--- src/rtl/uart_tx_dev.sv ---
// uart_tx_dev: bus-attached 8N1 UART transmitter with DATA/CTRL/STATUS/DIV
// registers and a level interrupt on frame completion.
module uart_tx_dev #(
  parameter int CLK_DIV = 5208,
  parameter int DIV_W   = 16
) (
  input  logic        sys_clk,
  input  logic        sys_rst,
  input  logic [1:0]  ADD_I,
  input  logic        WE_I,
  input  logic [31:0] DAT_I,
  input  logic [3:0]  BE,
  output logic [31:0] DAT_O,
  output logic        IRQ,
  output logic        txd
);

  localparam logic [1:0] S_IDLE  = 2'd0;
  localparam logic [1:0] S_START = 2'd1;
  localparam logic [1:0] S_DATA  = 2'd2;
  localparam logic [1:0] S_STOP  = 2'd3;

  logic [1:0]       state_q, state_d;
  logic [DIV_W-1:0] cnt_q, cnt_d;
  logic [2:0]       bit_q, bit_d;
  logic [7:0]       shift_q, shift_d;
  logic [7:0]       data_q, data_d;
  logic             en_q, en_d;
  logic             ien_q, ien_d;
  logic             done_q, done_d;
  logic             ovr_q, ovr_d;
  logic [DIV_W-1:0] div_q, div_d;
  logic             txd_q, txd_d;

  logic [DIV_W-1:0] div_eff;
  logic             busy;
  logic             bit_end;
  logic             wr_data;
  logic             wr_ctrl;
  logic             wr_stat;
  logic             wr_div;
  logic             unused_bits;

  assign unused_bits = ^{DAT_I[31:DIV_W], BE[3:2]};

  assign div_eff = (div_q < DIV_W'(2)) ? DIV_W'(2) : div_q;
  assign busy    = (state_q != S_IDLE);
  assign bit_end = (cnt_q == div_eff - DIV_W'(1));

  assign wr_data = WE_I && (ADD_I == 2'd0) && BE[0];
  assign wr_ctrl = WE_I && (ADD_I == 2'd1) && BE[0];
  assign wr_stat = WE_I && (ADD_I == 2'd2) && BE[0];
  assign wr_div  = WE_I && (ADD_I == 2'd3);

  always_comb begin
    state_d = state_q;
    cnt_d   = cnt_q;
    bit_d   = bit_q;
    shift_d = shift_q;
    data_d  = data_q;
    en_d    = en_q;
    ien_d   = ien_q;
    done_d  = done_q;
    ovr_d   = ovr_q;
    div_d   = div_q;

    if (wr_data) data_d = DAT_I[7:0];
    if (wr_ctrl) {ien_d, en_d} = DAT_I[1:0];
    // Divisor is frozen while a frame is on the wire.
    if (wr_div && !busy) begin
      if (BE[0]) div_d[7:0] = DAT_I[7:0];
      if (BE[1]) div_d[DIV_W-1:8] = DAT_I[DIV_W-1:8];
    end
    if (wr_stat && DAT_I[1]) done_d = 1'b0;
    if (wr_stat && DAT_I[2]) ovr_d = 1'b0;
    if (wr_data && busy) ovr_d = 1'b1;

    if (busy) cnt_d = cnt_q + DIV_W'(1);

    unique case (1'b1)
      (state_q == S_IDLE): begin
        if (wr_data && en_q) begin
          state_d = S_START;
          shift_d = DAT_I[7:0];
          cnt_d   = '0;
          done_d  = 1'b0;
        end
      end
      (state_q == S_START): begin
        if (bit_end) begin
          state_d = S_DATA;
          cnt_d   = '0;
          bit_d   = 3'd0;
        end
      end
      (state_q == S_DATA): begin
        if (bit_end) begin
          cnt_d   = '0;
          shift_d = shift_q >> 1;
          if (bit_q == 3'd7) state_d = S_STOP;
          else bit_d = bit_q + 3'd1;
        end
      end
      (state_q == S_STOP): begin
        if (bit_end) begin
          state_d = S_IDLE;
          cnt_d   = '0;
          done_d  = 1'b1;
        end
      end
      default: state_d = S_IDLE;
    endcase

    txd_d = 1'b1;
    if (state_d == S_START) txd_d = 1'b0;
    if (state_d == S_DATA)  txd_d = shift_d[0];
  end

  always_ff @(posedge sys_clk) begin
    if (!sys_rst) begin
      state_q <= S_IDLE;
      cnt_q   <= '0;
      bit_q   <= '0;
      shift_q <= '0;
      data_q  <= '0;
      en_q    <= 1'b0;
      ien_q   <= 1'b0;
      done_q  <= 1'b0;
      ovr_q   <= 1'b0;
      div_q   <= DIV_W'(CLK_DIV);
      txd_q   <= 1'b1;
    end else begin
      state_q <= state_d;
      cnt_q   <= cnt_d;
      bit_q   <= bit_d;
      shift_q <= shift_d;
      data_q  <= data_d;
      en_q    <= en_d;
      ien_q   <= ien_d;
      done_q  <= done_d;
      ovr_q   <= ovr_d;
      div_q   <= div_d;
      txd_q   <= txd_d;
    end
  end

  always_comb begin
    DAT_O = '0;
    unique case (ADD_I)
      2'd0: DAT_O[7:0] = data_q;
      2'd1: DAT_O[1:0] = {ien_q, en_q};
      2'd2: DAT_O[2:0] = {ovr_q, done_q, busy};
      2'd3: DAT_O[DIV_W-1:0] = div_q;
      default: DAT_O = '0;
    endcase
  end

  assign IRQ = done_q & ien_q;
  assign txd = txd_q;

endmodule
--- config.mk ---
export PLATFORM = sky130hd
export DESIGN_NAME = uart_tx_dev
export DESIGN_NICKNAME = d
export VERILOG_FILES = /design/src/rtl/uart_tx_dev.sv
export SDC_FILE = /design/constraint.sdc
export NUM_CORES = 1
export LEC_CHECK = 0
export ABC_AREA = 1
export BUFFER_PORTS_ARGS = -buffer_cell sky130_fd_sc_hd__buf_2
export CORE_MARGIN = 1.5
export CORE_UTILIZATION = 60
export DETAILED_ROUTE_END_ITERATION = 6
export GPL_ROUTABILITY_DRIVEN = 1
export GPL_TIMING_DRIVEN = 1
export PLACE_DENSITY = 0.86
export SLEW_MARGIN = 20
export SYNTH_ARGS = -nofsm -noshare
export SYNTH_HDL_FRONTEND = slang
export SYNTH_SLANG_ARGS = --single-unit
--- constraint.sdc ---
create_clock -name sys_clk -period 5.2 [get_ports sys_clk]
set_clock_uncertainty 0.1 [all_clocks]
set_input_delay 0.78 -clock sys_clk [delete_from_list [all_inputs] [get_ports sys_clk]]
set_output_delay 0.78 -clock sys_clk [all_outputs]
set_load 0.01 [all_outputs]
After elaboration in Yosys (flattened, before gate mapping)
Index checks and enable logic that the tools add are counted.
Widths: inputs -> output; s select.
{"block": "word_totals", "ff_bits": 58, "inputBits": 41, "out_inout_bits": 34, "wordCells": 86}
{"block": "op_classes", "add_sub_neg": 3, "n_lt_le_gt_ge": 1, "eq_ne": 14, "mux": 30, "n_bitwise": 1, "n_reduce_logical": 24}
{"cell": "$mux 16", "count": 4}
{"cell": "$pmux 16 s2", "count": 1}
{"cell": "$mux 8", "count": 3}
{"cell": "$add 16x1->16 const B", "count": 1}
{"cell": "$eq 16x16->1", "count": 1}
{"cell": "$lt 16x2->1 const B", "count": 1}
{"cell": "$pmux 2 s4", "count": 2}
{"cell": "$pmux 8 s2", "count": 1}
{"cell": "$sub 16x1->16 const B", "count": 1}
{"cell": "$logic_and 1x1->1", "count": 12}
{"cell": "$eq 2x2->1 const B", "count": 5}
{"cell": "$mux 2", "count": 5}
{"cell": "$pmux 5 s2", "count": 1}
{"cell": "$mux 3", "count": 3}
{"cell": "$reduce_bool 2->1", "count": 4}
{"cell": "$mux 1", "count": 7}
{"cell": "$eq 2x1->1 const B", "count": 3}
{"cell": "$ne 2x2->1 const B", "count": 3}
{"cell": "$pmux 3 s2", "count": 1}
{"cell": "$logic_not 2->1", "count": 2}
{"cell": "$reduce_and 2->1", "count": 2}
{"cell": "$reduce_and 4->1", "count": 1}
{"cell": "$add 3x1->3 const B", "count": 1}
{"cell": "$eq 3x3->1 const B", "count": 1}
{"cell": "other kinds (7)", "count": 7}

Logic depth before layout (Yosys ltp)
Gate-level depths: netlist of run 1.
{"block": "logic_depth", "ltp_word": 9, "depth_mapped": 22, "mapped_depth_nobuf": 21}

Worst setup path after synthesis of run 1
OpenSTA, ideal clock, no wires.
{"block": "synth_timing", "kind": "reg-to-reg", "startpoint": "register div_q[8]", "endpoint": "register cnt_q[1]", "setup_time_ns": 0.116, "arrival_time_ns": 2.531, "t_required_ns": 4.984, "path_slack_ns": 2.452, "stages_incl_launch_ff": 21, "n_path_buf": 0, "period_less_slack_ns": 2.748, "path_cell_list": "dfxtp_1 nor2_4 nand2_2 nor2_2 nand2_4 nand2_1 ha_1 nand2_1 nor2_2 nand4_1 xor2_1 nor2_1 nand2_1 nor2_2 nand3_4 nand2_1 nand3_1 nand2_1 inv_2 o211ai_1 inv_1"}
{"block": "synth_via", "elab_chain_len": 6}
{"item": "start, declared", "line": "32", "text": "logic [DIV_W-1:0] div_q, div_d;"}
{"item": "start signal, assigned", "line": "130", "text": "div_q <= DIV_W'(CLK_DIV);"}
{"item": "start signal, assigned", "line": "142", "text": "div_q <= div_d;"}
{"item": "$lt 16x2->1", "line": "46", "text": "assign div_eff = (div_q < DIV_W'(2)) ? DIV_W'(2) : div_q;"}
{"item": "$mux 16 (*)", "line": "46"}
{"item": "$sub 16x1->16 (*)", "line": "48", "text": "assign bit_end = (cnt_q == div_eff - DIV_W'(1));"}
{"item": "$eq 16x16->1 (*)", "line": "48"}
{"item": "$mux 16 (*)", "line": "90, 97, 105"}
{"item": "$pmux 16 s2 (*)", "line": "80", "text": "unique case (1'b1)"}
{"item": "end signal, assigned", "line": "134", "text": "cnt_q <= cnt_d;"}
{"item": "end, declared", "line": "24", "text": "logic [DIV_W-1:0] cnt_q, cnt_d;"}
Every way passes the cells marked *; elsewhere a longest branch is shown, timed or not.
A chain may end at the register's enable or synchronous reset.

Final worst setup path of run 1
{"block": "layout_timing", "startpoint": "register div_q[8]", "endpoint": "register txd_q, in the netlist txd"}
{"block": "layout_via", "elab_chain_len": 9, "elab_cells_between_ends": 14, "classes_between": "add/sub (1); order compare (1); eq/ne (3); mux (9)"}
{"item": "$lt 16x2->1", "line": "46"}
{"item": "$mux 16 (*)", "line": "46"}
{"item": "$sub 16x1->16 (*)", "line": "48"}
{"item": "$eq 16x16->1 (*)", "line": "48"}
{"item": "$mux 2, on equally long branches", "line": "105, 90, 97"}
{"item": "$pmux 2 s4", "line": "80"}
{"item": "$eq 2x1->1", "line": "115", "text": "if (state_d == S_START) txd_d = 1'b0;"}
{"item": "$mux 1", "line": "115"}
{"item": "$mux 1 (*)", "line": "116", "text": "if (state_d == S_DATA) txd_d = shift_d[0];"}
{"item": "end signal, assigned", "line": "143", "text": "txd_q <= txd_d;"}
{"item": "end, declared", "line": "33", "text": "logic txd_q, txd_d;"}
Every way passes the cells marked *; elsewhere a longest branch is shown, timed or not. The select of a mux whose other input is x is not followed.

==> results of run 1 <==
## path summary, 6_finish.rpt
check | start | depth (start not counted) | slack, ps | end
hold reg to reg | data_q[0] | 2 | 360 | data_q[0]
setup reg to reg | div_q[8] | 21 | 1620 | txd
hold / removal | data_q[0] | 2 | 360 | data_q[0]
setup / recovery | div_q[8] | 21 | 1620 | txd
## routing by layer
metal  vias up  wire, microns  global-route usage
met4         0            205              0.0954
met2       122           4800               0.502
li1       1914              -                   -
met3        19            526              0.0673
met1      1813           4020               0.330
met5         -              0                   0
## through the flow
step                area, sq um  std cells  hold WS, ps
finish                     4260        697          362
global route               4260        697          387
CTS                        4260        697          365
detailed placement         4030        681          356
global placement           4030        681          346
floorplan                  3950        594          330
## power by group
| part | switching, mW | internal, mW | leakage (nW) |
|---|---|---|---|
| Sequential | 0.0214 | 0.465 | 0.470 |
| Combinational | 0.114 | 0.0563 | 1.44 |
| Clock | 0.184 | 0.296 | 0.117 |
## worst min-delay path: cells and delay by family, from the launching register on
family | cells | cell delay (ps)
DFF | 1 | 300
buffers and inverters | 1 | 60
AOI/OAI and AO/OA | 1 | 60
## cell type report
class / count / area, sq um / area share
multi-input combinational: 439 / 2320 / 0.545
sequential: 58 / 1160 / 0.273
clock buffer: 12 / 155 / 0.0364
timing repair buffer: 40 / 200 / 0.0470
inverter: 67 / 251 / 0.0590
tap: 77 / 96.3 / 0.0226
clock inverter: 4 / 73.8 / 0.0173
## sequential cells by signal (all words and copies together) (netlist names)
signal   cells
data_q       8
bit_q        3
state_q      2
txd          1
shift_q      8
en_q         1
cnt_q       16
ovr_q        1
div_q       16
ien_q        1
done_q       1
## Yosys cell counts, types with 3 or more instances
library cell / instances
sky130_fd_sc_hd__nand3_1: 53
sky130_fd_sc_hd__xor2_1: 21
sky130_fd_sc_hd__inv_1: 63
sky130_fd_sc_hd__dfxtp_1: 58
sky130_fd_sc_hd__a31oi_1: 10
sky130_fd_sc_hd__nor2_2: 8
sky130_fd_sc_hd__nand2_1: 135
sky130_fd_sc_hd__clkbuf_1: 9
sky130_fd_sc_hd__nor4_1: 3
sky130_fd_sc_hd__nand4_1: 9
sky130_fd_sc_hd__xnor2_1: 9
sky130_fd_sc_hd__nand2_2: 4
sky130_fd_sc_hd__buf_4: 16
sky130_fd_sc_hd__o21ai_0: 34
sky130_fd_sc_hd__nor2_4: 4
sky130_fd_sc_hd__nor2_1: 58
sky130_fd_sc_hd__nor3_1: 4
sky130_fd_sc_hd__clkbuf_8: 3
sky130_fd_sc_hd__ha_1: 15
sky130_fd_sc_hd__a21oi_1: 32
## kinds of logic after synthesis
group | Yosys count | share of synthesized area
other | 1 | 0.000962
AOI/OAI and AO/OA | 91 | 0.132
buffers and inverters | 97 | 0.120
DFF | 58 | 0.298
adders and majority gates | 15 | 0.0482
xor gates and xnor gates | 30 | 0.0674
and+or+nand+nor | 287 | 0.333
==> parameters.txt, run 1 <==
Parameter                              Value

Run status
  Result of the run ... finished, final reports clean

Synth
  Count of state elements after synthesis ... 58
  Leading cell types by total area after synthesis ... sky130_fd_sc_hd__dfxtp_1 (30%), sky130_fd_sc_hd__nand2_1 (13%), sky130_fd_sc_hd__nand3_1 (6.8%)
  Synth Area per Inst ... between 6 and 7 sq um
  Synth cell types ... 41
  Synth async-reset ratio ... 0
  Yosys warns ... 0
  Number of synthesized flops with an enable pin ... 0
  Number of cells produced by synthesis ... 579
  Sequential fraction of the synthesis area ... 0.298
  Top cell type by total area after synthesis ... sky130_fd_sc_hd__dfxtp_1
  Most used DFF post-synth ... sky130_fd_sc_hd__dfxtp_1
  Area share of the largest cell type after synthesis ... 0.298
  Post-Synthesis Cell Area ... just under 4000 sq um

Drt
  Post-DR wirelength/cell ... 13.7 microns
  Count of TritonRoute iterations in the first routing pass ... 6
  Initial drt markers ... 204
  Remaining design rule violation count ... 0
  Average via count per standard cell ... 5.55
  Via count ... slightly below 4000
  Antenna viol nets, final ... 0
  Total routed wirelength ... 9550 microns

Layout
  Number of nets at the end of the flow ... 671
  Top library cells by usage in the layout, fill and taps aside ... sky130_fd_sc_hd__nand2_1 (135), sky130_fd_sc_hd__inv_1 (63), sky130_fd_sc_hd__nor2_1 (58), sky130_fd_sc_hd__dfxtp_1 (58), sky130_fd_sc_hd__nand3_1 (53)
  Number of fill cells in the layout ... roughly 550
  Final antenna diode count ... 0
  Post-layout util ... 0.675
  Layout overhead on the synthesized area ... 9.34%
  Most frequent standard cell in the layout excluding fill and tap cells ... sky130_fd_sc_hd__nand2_1
  Share of final-layout standard cells stronger than drive strength 1 ... 0.132

Power
  Power per standard cell area ... between 200 and 300 nW/um^2
  Maximum vdd ir drop ... 292 uV
  Leak ... approximately 2 nW
  Total chip power ... 1.14 mW

Timing
  Final clock period utilization by the worst path ... 0.689
  RSZ-0062 raised after global routing ... false
  Final count of hold timing violations ... 0
  Max Freq ... 279 MHz
  Final worst setup slack ... about 1600 ps
  Final total negative setup slack ... 0 ps
  Remaining max-slew budget at the tightest pin ... 0.569
  Min Clock Period, post-route ... 3580 ps
  Final Setup Violations ... 0
  Slew at the pin with the worst max-slew slack ... 646 ps
  Slew Limit Fails ... 0

Place
  Pre-CTS setup slack ... roughly 1700 ps
  Weighted congestion at the end of routability-driven global placement ... 0.901
  Count of buffers from port buffering ... 40
  DP HPWL ... ~7000 microns

Min path
  Worst min path class ... reg2reg

Worst setup path
  Nature of the critical path endpoint ... flop
  Start-to-end type of the worst setup path ... reg2reg
  Delay-heaviest family, CP ... simple AND/OR/NAND/NOR gates
  Slowest cell on the critical path ... sky130_fd_sc_hd__nor2_2
  Critical Path Most Common Cell ... sky130_fd_sc_hd__nand2_1
  Critical Path Source Type ... flop
  Max incr delay on CP ... 460 ps
  Peak fanout along the critical path ... 13
  Cell chain of the critical path ... nor2_4 > nand2_2 > nor2_2 > nand2_4 > nand2_1 > ha_1 > nand2_1 > nor2_2 > nand3_1 > xor2_1 > nand3_1 > nor2_1 > nand3_1 > nor2_2 > nand2_1 > nand2_1 > nand2_1 > nand2_1 > nand2_1 > nand2_1 > nand3_1
  Buffers & Inverters on Critical Path ... 0
  Worst Path Arrival ... 3700 ps
  Critical Path RT ... 5310 ps

Global route
  Maximum number of pins on one net before global-route repair ... 34
  GRT overflow ... 0
  Overall global routing resource usage ... 0.282
  Vias in the first global route ... 3683
  Global-route wire length before repair ... 16200 microns
  Initial antenna violation count ... 0

Floorplan
  Floorplan core area ... 6310 sq um
  Die span in y ... 83.6 microns
  IO Count ... 75
  DIE WIDTH ... between 80 and 90 microns
  Row cnt ... 29
  Initial Util ... 0.617
  Die ar. ... around 7000 sq um

Clock tree
  Number of clock sinks ... 58
  Number of levels in the clock H-tree ... 3
  Clock Latency Late Sink ... 340 ps
  Number of buffers inserted to repair setup after CTS ... 0
  CTS Hold Buffers Added ... 0
  Clock transition time at the flip-flop clock pins of the worst setup and hold paths ... 70 ps
  TritonCTS clock tree ... built
  Number of gates resized after cts ... 0
  CTS Buf Count ... 9
  Clock root cell ... sky130_fd_sc_hd__clkbuf_8
  Maximum number of buffers from clock root to sink ... 2

Run
  Maximum capacitance violations ... 0
(Power assumes the default switching activity.)
==> run 2: changes to the inputs <==
- CORE_UTILIZATION: 60 -> 56
- PLACE_DENSITY: 0.86 -> 0.81
- clock period: 5.2 -> 3.4 ns (I/O delays scaled with it)
==> run 2 against run 1 <==
- sequential share of layout area shrank 0.98 points
- count of clock-buffer cells in the layout is the same
- final cell count rose by 2.9%
- highest routed layer unchanged
- worst setup slack worse by 1300 ps
- sequential power rose by 52%
- combinational power increased by 62%
- hold slack lost 95 ps
- register-to-register slack lost 1300 ps
==> parameters.txt, run 2 (synthesized netlist as in run 1, its figures left out) <==
Parameter                              Value

Drt
  Via count ... 3878 (+0.26%)
  Initial drt markers ... 206 (+0.98%)
  Remaining design rule violation count ... 0 (unchanged)
  Count of TritonRoute iterations in the first routing pass ... 4 (-2)
  Post-DR wirelength/cell ... 13.2 microns (-4.0%)
  Antenna viol nets, final ... 0 (unchanged)
  Average via count per standard cell ... 5.41 (-2.5%)
  Total routed wirelength ... 9430 microns (-1.3%)

Floorplan
  DIE WIDTH ... 86.4 microns (+3.4%)
  Row cnt ... 30 (+3.4%)
  Floorplan core area ... 6760 sq um (+7.0%)
  Die span in y ... 86.4 microns (+3.4%)
  Initial Util ... 0.577 (-0.0405)
  Die ar. ... 7470 sq um (+6.9%)
  IO Count ... 75 (unchanged)

Power
  Power per standard cell area ... 399 nW/um^2 (+50%)
  Maximum vdd ir drop ... 320 uV (+9.4%)
  Leak ... 2.11 nW (+4.5%)

Global route
  Overall global routing resource usage ... 0.267 (-0.0145)
  Global-route wire length before repair ... 15900 microns (-1.4%)
  Vias in the first global route ... 3609 (-2.0%)
  Maximum number of pins on one net before global-route repair ... 34 (unchanged)
  GRT overflow ... 0 (unchanged)
  Initial antenna violation count ... 0 (unchanged)

Worst setup path
  Slowest cell on the critical path ... sky130_fd_sc_hd__dfxtp_1
  Delay-heaviest family, CP ... simple AND/OR/NAND/NOR gates
  Worst Path Arrival ... 3230 ps (-470 ps)
  Buffers & Inverters on Critical Path ... 3 (+3)
  Critical Path Source Type ... flop
  Peak fanout along the critical path ... 9 (-4)
  Cell chain of the critical path ... nor2_1 > nand2_1 > nor2_2 > nand2_4 > nand2_1 > ha_1 > nand2_1 > nor2_4 > buf_4 > xor2_1 > nand2_1 > nor3_2 > nand3_4 > nand2_1 > nand3_1 > nand2_1 > inv_2 > o211ai_1 > inv_1
  Critical Path RT ... 3540 ps (-1770 ps)
  Start-to-end type of the worst setup path ... reg2reg
  Nature of the critical path endpoint ... flop
  Critical Path Most Common Cell ... sky130_fd_sc_hd__nand2_1
  Max incr delay on CP ... 350 ps (-110 ps)

Timing
  Max Freq ... 324 MHz (+16%)
  Slew at the pin with the worst max-slew slack ... 702 ps (+55.4 ps)
  Final clock period utilization by the worst path ... 0.908 (+0.219)
  Final count of hold timing violations ... 0 (unchanged)
  RSZ-0062 raised after global routing ... false
  Min Clock Period, post-route ... 3090 ps (-495 ps)
  Final worst setup slack ... 312 ps (-1310 ps)
  Final total negative setup slack ... 0 ps (unchanged)
  Remaining max-slew budget at the tightest pin ... 0.529 (-0.0399)
  Slew Limit Fails ... 0 (unchanged)
  Final Setup Violations ... 0 (unchanged)

Clock tree
  Maximum number of buffers from clock root to sink ... 2 (unchanged)
  Clock transition time at the flip-flop clock pins of the worst setup and hold paths ... 70 ps (about the same)
  Number of levels in the clock H-tree ... 3 (unchanged)
  Clock Latency Late Sink ... 350 ps (about the same)
  Number of clock sinks ... 58 (unchanged)
  Clock root cell ... sky130_fd_sc_hd__clkbuf_8
  CTS Buf Count ... 9 (unchanged)
  TritonCTS clock tree ... built
  CTS Hold Buffers Added ... 0 (unchanged)

Layout
  Share of final-layout standard cells stronger than drive strength 1 ... 0.160 (+0.0279)
  Final antenna diode count ... 0 (unchanged)
  Top library cells by usage in the layout, fill and taps aside ... sky130_fd_sc_hd__nand2_1 (135), sky130_fd_sc_hd__inv_1 (63), sky130_fd_sc_hd__nor2_1 (58)
  Final standard cell count with taps included and fillers excluded ... 717 (+2.9%)
  Most frequent standard cell in the layout excluding fill and tap cells ... sky130_fd_sc_hd__nand2_1
  Number of nets at the end of the flow ... 688 (+2.5%)
  Layout overhead on the synthesized area ... 13.6%
  Largest regs ... cnt_q x16, div_q x16

Run status
  Result of the run ... finished, final reports clean

Run
  Maximum capacitance violations ... 0 (unchanged)

Min path
  Worst min path class ... in2reg

Place
  Count of buffers from port buffering ... 40 (unchanged)
  Weighted congestion at the end of routability-driven global placement ... 0.927 (+2.9%)
  Count of placed standard cells including taps ... 699 (+2.6%)
  DP HPWL ... 7130 microns (+1.7%)
  Pre-CTS setup slack ... 175 ps (-1550 ps)
[run 2: routing by layer]
layer,share of wire,vias up,track usage,wire length [microns]
met5,0,-,0,0
met4,0.020,0,0.101,186
met3,0.055,23,0.0638,523
met2,0.49,120,0.470,4640
met1,0.43,1782,0.314,4080
li1,-,1953,-,-
[run 2: tightest hold or removal path, cell delays in order]
cell                      delay [ps]
sky130_fd_sc_hd__buf_2            70
sky130_fd_sc_hd__nand2_1          40
sky130_fd_sc_hd__nand3_1          50
[run 2: what timing repair did]
item / in CTS / in global routing
setup endpoints to repair: 0 / 25
setup buffers: 0 / 2
resized for setup: 0 / 5
[run 2: cell type report]
type,count,area (sq um)
inverter,67,251
tap,80,100
multi-input combinational,439,2340
sequential,58,1160
timing repair buffer,57,328
clock inverter,4,72.6
clock buffer,12,165
fill,603,2330
[run 2: per-stage QoR]
stage	instance area (sq um)	hold WS (ps)	utilization	power [mW]
final	4420	268	0.655	1.76
after global routing	4420	270	0.655	1.84
after CTS	4390	255	0.649	1.77
after detailed placement	4150	355	0.614	1.02
after global placement	4150	347	0.614	1.02
after floorplan	3950	330	-	0.960
[run 2: worst paths after layout]
check	start	end	slack, ps	cells past startpoint
worst max-delay path	div_q[2]	cnt_q[1]	310	19
worst min-delay path	DAT_I[12]	div_q[12]	270	3
worst max register to register	div_q[2]	cnt_q[1]	310	19
worst min register to register	data_q[0]	data_q[0]	360	2
[run 2: power breakdown]
part	total (mW)	switching (mW)	internal (mW)
clock	0.750	0.278	0.471
sequential	0.738	0.0268	0.711
combinational	0.277	0.182	0.0957
total	1.76	0.487	1.28
==> run 3: changes to the inputs <==
- ABC_AREA: 1 -> not set
==> run 3 against run 2 <==
- flip-flop and latch count is the same
- via count shrank 2.9%
- largest power group unchanged
- global-route usage grew 0.69 points
- synthesized cell count shrank 18%
- highest routed layer unchanged
- cell area grew 8.8%
- count of clock-buffer cells in the layout shrank 2
- the flow now finishes with violations (negative setup slack)
==> parameters.txt, run 3 <==
Parameter                              Value

Run status
  Result of the run ... complete, but fails checks
  Failing checks ... negative setup slack

Power
  Maximum vdd ir drop ... 241 uV (-25%)
  Leak ... 2.08 nW (-1.5%)
  Power per standard cell area ... 327 nW/um^2 (-18%)
  Total chip power ... 1.57 mW (-11%)

Clock tree
  Clock Latency Late Sink ... 350 ps (about the same)
  Maximum number of buffers from clock root to sink ... 2 (unchanged)
  Number of levels in the clock H-tree ... 3 (unchanged)
  Clock root cell ... sky130_fd_sc_hd__clkbuf_8
  TritonCTS clock tree ... built
  Number of clock sinks ... 58 (unchanged)
  CTS Hold Buffers Added ... 0 (unchanged)
  Clock transition time at the flip-flop clock pins of the worst setup and hold paths ... 80 ps (about the same)
  CTS Buf Count ... 9 (unchanged)

Worst setup path
  FF-to-FF End ... txd
  Delay-heaviest family, CP ... simple AND/OR/NAND/NOR gates
  Register-to-register setup slack ... -290 ps (-600 ps)
  Critical Path Source Type ... flop
  Source of the worst register-to-register timing path ... div_q[9]
  Buffers & Inverters on Critical Path ... 2 (-1)
  Number of cell instances on the worst register-to-register path ... 16 (-3)
  Start-to-end type of the worst setup path ... reg2reg
  Cell chain of the critical path ... nor4_4 > buf_4 > and2_4 > nand2_2 > nand2_1 > ha_2 > nor3b_4 > buf_4 > nand4_1 > o21ai_2 > o31ai_4 > or3_4 > nor4b_4 > o211ai_2 > a2111oi_4 > o21bai_1
  Slowest cell on the critical path ... sky130_fd_sc_hd__or3_4
  Peak fanout along the critical path ... 5 (-4)
  Worst Path Arrival ... 3830 ps (+600 ps)
  Max incr delay on CP ... 410 ps (+60 ps)
  Critical Path RT ... 3540 ps (about the same)
  First element of the critical path ... div_q[9]
  Worst path depth ... 16 (-3)
  Crit path capture ... txd
  Nature of the critical path endpoint ... flop
  Critical Path Most Common Cell ... sky130_fd_sc_hd__buf_4

Place
  DP HPWL ... 7240 microns (+1.5%)
  Count of buffers from port buffering ... 40 (unchanged)
  Weighted congestion at the end of routability-driven global placement ... 0.930 (+0.38%)

Timing
  Final worst setup slack ... -286 ps (-598 ps)
  Slew at the pin with the worst max-slew slack ... 697 ps (-4.67 ps)
  Final total negative setup slack ... -4410 ps (-4410 ps)
  Post-route worst hold slack ... 284 ps (+16.3 ps)
  Final clock period utilization by the worst path ... 1.08 (+0.176)
  Max Freq ... 271 MHz (-16%)
  RSZ-0062 raised after global routing ... true
  Final Setup Violations ... 29 (+29)
  Min Clock Period, post-route ... 3690 ps (+598 ps)
  Remaining max-slew budget at the tightest pin ... 0.535 (+0.00601)
  Slew Limit Fails ... 0 (unchanged)
  Final count of hold timing violations ... 0 (unchanged)

Global route
  Initial antenna violation count ... 0 (unchanged)
  Global-route wire length before repair ... 16000 microns (+0.69%)
  Met3 track demand over resource ... 0.0703 (+0.00645)
  Vias in the first global route ... 3447 (-4.5%)
  Global routing met2 resource utilization ... 0.468 (-0.00202)
  Met1 track utilization from global routing ... 0.329 (+0.0155)
  Peak-usage layer in the global routing report ... met2
  Overall global routing resource usage ... 0.274 (+0.00685)
  GRT overflow ... 0 (unchanged)
  Maximum number of pins on one net before global-route repair ... 33 (-2.9%)

Floorplan
  Die span in y ... 85.9 microns (-0.54%)
  Die ar. ... 7390 sq um (-1.1%)
  Floorplan core area ... 6720 sq um (-0.56%)
  Row cnt ... 30 (unchanged)
  IO Count ... 75 (unchanged)
  Initial Util ... 0.573 (-0.00330)
  DIE WIDTH ... 85.9 microns (-0.54%)

Run
  Maximum capacitance violations ... 0 (unchanged)

Drt
  Via count ... 3767 (-2.9%)
  Remaining design rule violation count ... 0 (unchanged)
  Average via count per standard cell ... 5.92 (+9.5%)
  Post-DR wirelength/cell ... 16.5 microns (+25%)
  Total routed wirelength ... 10500 microns (+11%)
  Initial drt markers ... 236 (+15%)
  Count of TritonRoute iterations in the first routing pass ... 4 (unchanged)
  Antenna viol nets, final ... 0 (unchanged)

Min path
  Worst Min Path Start ... DAT_I[10]
  Worst min path class ... in2reg

Synth
  List of most frequent post-synthesis cells ... sky130_fd_sc_hd__nand2_1 (75), sky130_fd_sc_hd__dfxtp_1 (58), sky130_fd_sc_hd__a21boi_0 (27)
  Sequential fraction of the synthesis area ... 0.301 (+0.00339)
  Most used DFF post-synth ... sky130_fd_sc_hd__dfxtp_1
  Synth cell types ... 60 (+46%)
  Number of synthesized flops with an enable pin ... 0 (unchanged)
  Yosys warns ... 0 (unchanged)
  Area share of the largest cell type after synthesis ... 0.301 (+0.00339)
  Top cell type by total area after synthesis ... sky130_fd_sc_hd__dfxtp_1
  Leading cell types by total area after synthesis ... sky130_fd_sc_hd__dfxtp_1 (30%), sky130_fd_sc_hd__nand2_1 (7.3%), sky130_fd_sc_hd__a21boi_0 (5.3%)
  Number of cells produced by synthesis ... 477 (-18%)
  Post-Synthesis Cell Area ... 3850 sq um (-1.1%)
  Synth async-reset ratio ... 0 (unchanged)
  Cell with the most instances after synthesis ... sky130_fd_sc_hd__nand2_1
  Count of state elements after synthesis ... 58 (unchanged)
  Synth Area per Inst ... 8.08 sq um (+20%)

Layout
  Final antenna diode count ... 0 (unchanged)
  Layout overhead on the synthesized area ... 24.9%
  Most frequent standard cell in the layout excluding fill and tap cells ... sky130_fd_sc_hd__nand2_1
  Area taken by flip-flops and latches ... 1160 sq um (unchanged)
  Post-layout util ... 0.716 (+0.0616)
  Largest regs ... cnt_q x16, div_q x16
  Number of nets at the end of the flow ... 607 (-12%)
  Share of final-layout standard cells stronger than drive strength 1 ... 0.282 (+0.122)
  Top library cells by usage in the layout, fill and taps aside ... sky130_fd_sc_hd__nand2_1 (74), sky130_fd_sc_hd__dfxtp_1 (57), sky130_fd_sc_hd__buf_4 (42)
  Area used by multi-input combinational logic ... 2650 sq um (+13%)
  Number of fill cells in the layout ... 503 (-17%)
## run 3: layer usage
metal | vias up | part of all wire | wire length [microns]
met5 | - | 0 | 0
met4 | 0 | 0.027 | 284
met3 | 36 | 0.060 | 626
met2 | 155 | 0.50 | 5240
met1 | 1776 | 0.41 | 4310
li1 | 1800 | - | -
## run 3: metrics by stage
| step | cells | worst slack, ps | area, sq um |
|---|---|---|---|
| after CTS | 626 | -95.8 | 4620 |
| after detailed placement | 607 | -140 | 4340 |
| after floorplan | 492 | -193 | 4000 |
| after global routing | 636 | -464 | 4810 |
| final | 636 | -286 | 4810 |
| after global placement | 607 | -43.1 | 4340 |
## run 3: cell families after synthesis
group / after synthesis / synth area share
xor+xnor: 21 / 0.0477
mux: 12 / 0.0322
buf+inv: 56 / 0.0741
other cells: 1 / 0.000973
compound gates: 101 / 0.196
simple gates: 213 / 0.299
fa+ha+maj: 15 / 0.0487
flops: 58 / 0.301
## run 3: repair_timing
item	in CTS	in global routing
gates cloned	0	1
resized for setup	8	44
setup endpoints to repair	26	31
pin swaps	4	23
setup buffers	3	9
## run 3: worst min-delay path by stage
stage / endpoint / slack [ps] / cells past startpoint
2_1_floorplan: data_q[2] / 340 / 2
3_3_place_gp: data_q[5] / 350 / 2
3_5_place_dp: data_q[4] / 360 / 2
4_1_cts: div_q[10] / 280 / 3
5_1_grt: div_q[12] / 270 / 3
6_report: div_q[10] / 280 / 3
## run 3: power breakdown
group / internal [mW] / total [mW] / switching [mW]
logic: 0.0578 / 0.144 / 0.0861
clock network: 0.433 / 0.735 / 0.302
registers: 0.687 / 0.693 / 0.00642
total: 1.18 / 1.57 / 0.394
## run 3: cell type report
cell class	instances	area share
clock buffer	10	0.0286
clock inverter	6	0.0185
inverter	12	0.00936
multi-input combinational	378	0.551
sequential	58	0.241
tap	80	0.0208
timing repair buffer	92	0.130
## run 3: worst register-to-register path, stage by stage (launching register included)
cell,delay (ps)
sky130_fd_sc_hd__dfxtp_2,340
sky130_fd_sc_hd__nor4_4,290
sky130_fd_sc_hd__buf_4,180
sky130_fd_sc_hd__and2_4,150
sky130_fd_sc_hd__nand2_2,60
sky130_fd_sc_hd__nand2_1,60
sky130_fd_sc_hd__ha_2,190
sky130_fd_sc_hd__nor3b_4,220
sky130_fd_sc_hd__buf_4,180
sky130_fd_sc_hd__nand4_1,150
sky130_fd_sc_hd__o21ai_2,140
sky130_fd_sc_hd__o31ai_4,130
sky130_fd_sc_hd__or3_4,410
sky130_fd_sc_hd__nor4b_4,360
sky130_fd_sc_hd__o211ai_2,180
sky130_fd_sc_hd__a2111oi_4,340
sky130_fd_sc_hd__o21bai_1,100
